### config.mk
export PLATFORM = sky130hd
export DESIGN_NAME = seq_bit_serializer_flat
export DESIGN_NICKNAME = d
export VERILOG_FILES = /design/src/rtl/seq_bit_serializer_pkg.sv /design/src/rtl/seq_bit_serializer_if.sv /design/src/rtl/seq_bit_serializer.sv /design/src/flat_wrapper.sv
export SDC_FILE = /design/constraint.sdc
export NUM_CORES = 1
export LEC_CHECK = 0
export BUFFER_PORTS_ARGS = -buffer_cell sky130_fd_sc_hd__buf_2
export CORE_MARGIN = 2
export CORE_UTILIZATION = 55
export CTS_BUF_LIST = sky130_fd_sc_hd__clkbuf_2 sky130_fd_sc_hd__clkbuf_4 sky130_fd_sc_hd__clkbuf_8
export CTS_CLUSTER_SIZE = 28
export DETAILED_ROUTE_END_ITERATION = 8
export PLACE_DENSITY = 0.83
export SYNTH_ARGS = -nofsm -noshare
export SYNTH_HDL_FRONTEND = slang
export SYNTH_SLANG_ARGS = --single-unit
### constraint.sdc
create_clock -name clk -period 1.8 [get_ports clk]
set_input_delay 0.09 -clock clk [delete_from_list [all_inputs] [get_ports clk]]
set_output_delay 0.09 -clock clk [all_outputs]
set_load 0.05 [all_outputs]
### src/rtl/seq_bit_serializer_pkg.sv
// seq_pkg: shared state encoding, default idle level and counter width helper for the serializer.
package seq_pkg;
  typedef enum logic [1:0] {IDLE, SHIFT, PARITY} state_t;
  localparam logic IDLE_BIT_DEF = 1'b1;
  function automatic int cnt_w(input int w);
    return (w > 2) ? $clog2(w) : 1;
  endfunction
endpackage

### src/rtl/seq_bit_serializer_if.sv
// seq_bit_serializer_if: word handshake in, serial bit stream out towards the sequence detector.
interface seq_bit_serializer_if #(parameter int WIDTH = 8);
  logic [WIDTH-1:0] din;
  logic din_valid;
  logic din_ready;
  logic x;
  logic x_valid;
  logic last;
  logic busy;
  modport master (output din, din_valid, input din_ready, x, x_valid, last, busy);
  modport slave (input din, din_valid, output din_ready, x, x_valid, last, busy);
endinterface

### src/rtl/seq_bit_serializer.sv
// seq_bit_serializer: parallel-to-serial stage feeding a serial sequence detector.
// Define SEQ_SER_PARITY_EN to append an even-parity bit after each word.
module seq_bit_serializer
  import seq_pkg::*;
#(
  parameter int   WIDTH     = 8,
  parameter logic IDLE_BIT  = IDLE_BIT_DEF,
  parameter bit   MSB_FIRST = 1'b1
) (
  input logic clk,
  input logic rst,
  seq_bit_serializer_if.slave s
);
  localparam int CW = cnt_w(WIDTH);
`ifdef SEQ_SER_PARITY_EN
  localparam bit PAR = 1'b1;
`else
  localparam bit PAR = 1'b0;
`endif
  state_t state_q;
  logic [WIDTH-1:0] sh_q, sh_d, ld_d;
  logic [CW-1:0] cnt_q;
  logic x_q, xv_q, last_q, busy_q;
  logic end_slot, accept, first_bit, next_bit;
`ifdef SEQ_SER_PARITY_EN
  logic par_q;
  assign end_slot = state_q == PARITY;
`else
  assign end_slot = state_q == SHIFT && last_q;
`endif
  // sh_q holds only the bits not yet sent, with the next one at the outgoing end
  assign ld_d = MSB_FIRST ? s.din << 1 : s.din >> 1;
  assign sh_d = MSB_FIRST ? sh_q << 1 : sh_q >> 1;
  assign first_bit = MSB_FIRST ? s.din[WIDTH-1] : s.din[0];
  assign next_bit = MSB_FIRST ? sh_q[WIDTH-1] : sh_q[0];
  assign s.din_ready = rst && (state_q == IDLE || end_slot);
  assign accept = s.din_valid && s.din_ready;
  assign s.x = x_q;
  assign s.x_valid = xv_q;
  assign s.last = last_q;
  assign s.busy = busy_q;
  always_ff @(posedge clk or negedge rst) begin
    if (!rst) begin
      state_q <= IDLE;
      sh_q <= '0;
      cnt_q <= '0;
      x_q <= IDLE_BIT;
      xv_q <= 1'b0;
      last_q <= 1'b0;
      busy_q <= 1'b0;
`ifdef SEQ_SER_PARITY_EN
      par_q <= 1'b0;
`endif
    end else if (accept) begin
      state_q <= SHIFT;
      sh_q <= ld_d;
      cnt_q <= CW'(WIDTH - 1);
      x_q <= first_bit;
      xv_q <= 1'b1;
      last_q <= 1'b0;
      busy_q <= 1'b1;
`ifdef SEQ_SER_PARITY_EN
      par_q <= ^s.din;
`endif
    end else if (state_q == SHIFT && cnt_q != '0) begin
      sh_q <= sh_d;
      cnt_q <= cnt_q - 1'b1;
      x_q <= next_bit;
      last_q <= !PAR && cnt_q == CW'(1);
`ifdef SEQ_SER_PARITY_EN
    end else if (state_q == SHIFT) begin
      state_q <= PARITY;
      x_q <= par_q;
      last_q <= 1'b1;
`endif
    end else begin
      state_q <= IDLE;
      x_q <= IDLE_BIT;
      xv_q <= 1'b0;
      last_q <= 1'b0;
      busy_q <= 1'b0;
    end
  end
endmodule

### src/flat_wrapper.sv
// flat-port wrapper written by rule: the top's interface ports become plain ports
module seq_bit_serializer_flat import seq_pkg::*;
#(
  parameter int   WIDTH     = 8,
  parameter logic IDLE_BIT  = IDLE_BIT_DEF,
  parameter bit   MSB_FIRST = 1'b1
)
  (clk, rst, s_din, s_din_valid, s_din_ready, s_x, s_x_valid, s_last, s_busy);
  seq_bit_serializer_if #(.WIDTH(WIDTH)) s_i ();
  input logic clk;
  input logic rst;
  input wire logic [$bits(s_i.din)-1:0] s_din;
  input wire logic [$bits(s_i.din_valid)-1:0] s_din_valid;
  output wire logic [$bits(s_i.din_ready)-1:0] s_din_ready;
  output wire logic [$bits(s_i.x)-1:0] s_x;
  output wire logic [$bits(s_i.x_valid)-1:0] s_x_valid;
  output wire logic [$bits(s_i.last)-1:0] s_last;
  output wire logic [$bits(s_i.busy)-1:0] s_busy;
  assign s_i.din = s_din;
  assign s_i.din_valid = s_din_valid;
  assign s_din_ready = s_i.din_ready;
  assign s_x = s_i.x;
  assign s_x_valid = s_i.x_valid;
  assign s_last = s_i.last;
  assign s_busy = s_i.busy;
  seq_bit_serializer #(.WIDTH(WIDTH), .IDLE_BIT(IDLE_BIT), .MSB_FIRST(MSB_FIRST)) u_core (.clk(clk), .rst(rst), .s(s_i));
endmodule
==> flow_summary_export.csv <==
group,metric,value,unit
cells_and_area,final_cell_mix,"15 x buf_2, 12 x dfrtp_1, 8 x nor3_1, 8 x nand3_1, 8 x o21ai_0",
timing,max_slew_margin,74.8,%
placement,io_buffer_count,15,
synth,synth.avg_cell_area,11.0,µm²
cts,clock-root-buffer,"clkbuf_4",
worst_setup_path,cp_max_fo,10,
routing,met1Wirelength,695,µm
placement,place_area,847,µm²
synth,synth_cells,70,
routing,antenna_left,0,
cts,numCtsBuffers,3,
routing,finalWirelength,1.72,mm
grt,grt-ovfl-total,0,
cts,htree_levels,1,
die,die_h,41.5,µm
worst_setup_path,worstSetupStartpointType,"flip-flop",
cells_and_area,fin_area,887,µm²
timing,finalCriticalPeriod,1520,ps
routing,vias,637,
routing,dr_wl_met2,889,µm
cts,clk_path_buf_depth,2,
cts,tritoncts,"yes",
pwr,ir_worst_vdd,0.868,mV
synth,ys_ff_latch,13,
job,maxCapViolCount,0,
timing,tightest_slew,376,ps
die,rows,13,
routing,wl_per_cell,16.7,µm
timing,setup_viol,0,
placement,hpwlAfterDp,1.22,mm
worst_setup_path,critical_path_class,"reg -> out",
die,die_w,41.5,µm
worst_setup_path,rr_startpoint,"u_core.cnt_q[0]",
die,initial_core_util,59.4,%
synth,synth.distinct_cells,26,
routing,vias_per_cell,6.18,
worst_setup_path,cp.arrival,1430,ps
pwr,power_leakage,0.394,nW
routing,dr_wl_met3,88,µm
worst_setup_path,slowest_delay,520,ps
synth,synth-seq-area-share,42.2,%
timing,timing.fmax,659,MHz
cts,cts_setup_buffers,0,
worst_setup_path,cp-startpoint,"u_core.state_q[0]",
worst_hold_path,min_from,"s_din[7]",
synth,syn_area,773,µm²
cells_and_area,final_nets,103,
timing,setup_tns,0,ps
cells_and_area,final_layout_size_suffix_gt1_share,35.2,%
timing,drv_slew,0,
worst_setup_path,path_cells,"nor2b_4, nor2b_1, buf_2",
synth,syn_nets,84,
cells_and_area,area_growth,14.7,%
die,coreArea,0.00130,mm²
routing,drt-initial-drc-count,20,
cts,clock_sinks,13,
timing,fin_skew,7.73,ps
cts,clk_latency,290,ps
run_status,outcome,"completed",
routing,first_pass_iters,4,
worst_setup_path,crit_slowest_cell,"dfrtp_1",
routing,routed.top_layer,"met4",
timing,hold_violations,0,
cts,clk_pin_slew,80,ps
cells_and_area,n_fill_cell,107,
cells_and_area,n_antenna_cell,0,
pwr,power.density,1840,mW/mm²
grt,antenna_found_initial,0,
cells_and_area,final_common_cell,"buf_2",
die,num_io_pins,16,
worst_hold_path,hold_class,"in -> reg",
die,dieArea,0.00172,mm²
routing,drc_errors,0,
grt,grt_first_pass_wirelength,2.93,mm
worst_setup_path,worstPathRequired,1710,ps
grt,track_usage,22.4,%
timing,period_share,84.4,%
grt,grt_max_degree,15,
synth,yosys_warnings,0,
grt,first_global_vias,640,
placement,gp_congestion,0.764,
timing,rsz0062_at_grt,"false",
worst_setup_path,end_kind,"output pin",
==> report_power, final <==
part	switching, mW	internal (mW)	total, mW
registers	0.0978	0.430	0.528
logic	0.544	0.355	0.899
clock network	0.103	0.101	0.204
total	0.744	0.887	1.63
==> per-layer routing <==
layer / up-vias / global-route usage (%)
met5: - / 0
met4: 0 / 12.9
met3: 5 / 3.04
met2: 21 / 37.8
met1: 320 / 26.9
li1: 291 / -
==> flip-flops by register name, indices dropped and copies added, names as in the netlist <==
register	count
u_core.sh_q	7
u_core.state_q	1
u_core.s.x	1
u_core.cnt_q	3
u_core.s.last	1
==> path summary, 6_finish.rpt <==
check                                  to  slack (ps)  cells past startpoint
setup reg to reg           u_core.sh_q[2]         300                      6
hold / removal                 u_core.s.x          90                      3
max in group asynchronous      u_core.s.x        1270                      3
hold reg to reg            u_core.sh_q[1]         510                      1
setup / recovery              s_din_ready         280                      3
min in group asynchronous  u_core.sh_q[2]         290                      3
==> stage by stage <==
step                      hold WS, ps  setup WS, ps  power (mW)  cells  utilization [%]
final                            86.8           281        1.63    103             68.2
after global routing             88.7           184        1.73    103             68.2
after CTS                        85.5           274        1.63    103             68.2
after detailed placement         69.3           319        1.43     98             65.1
after global placement           67.0           348        1.39     98             65.1
after floorplan                  -206          86.2        1.27     70                -
==> what timing repair did <==
item	CTS	global route
hold endpoints to repair	13	0
resized for setup	0	0
hold buffers	1	0
==> kinds of logic after synthesis <==
logic type                 after synthesis  share of synthesized area [%]
DFF                                     13                           42.2
adders and majority gates                3                           4.85
AOI/OAI and AO/OA                       19                           25.4
and+or+nand+nor                         27                           20.6
buffers and inverters                    8                           6.96
==> cells in the mapped netlist (all sizes together) <==
cell type	count	area (µm²)
inv	3	11.3
and4bb	1	12.5
buf	4	38.8
nand2	3	11.3
o211ai	1	7.51
dfstp	1	26.3
and3	1	6.26
nor3	8	40.0
nand2b	1	6.26
o21ai	9	45.0
a31oi	7	119
a31o	1	8.76
nor3b	1	7.51
nand3	8	40.0
clkbuf	1	3.75
a21oi	1	16.3
nor2b	3	26.3
ha	3	37.5
or2	1	8.76
dfrtp	12	300
==> worst max-delay path, delay by kind of cell, from the launching register on <==
family | cells | cell delay (ps)
buffers and inverters | 1 | 210
flip-flops | 1 | 520
AND/OR/NAND/NOR | 2 | 420
==> final cells by class <==
class,instances,area [µm²],area share (%)
repair buffers,19,108,12.1
well taps,15,18.8,2.12
flip-flops and latches,13,327,36.8
multi-input cells,49,393,44.3
inverters,3,11.3,1.27
clock buffers,4,30.0,3.39
No activity file was read; power rests on OpenSTA's default activity.
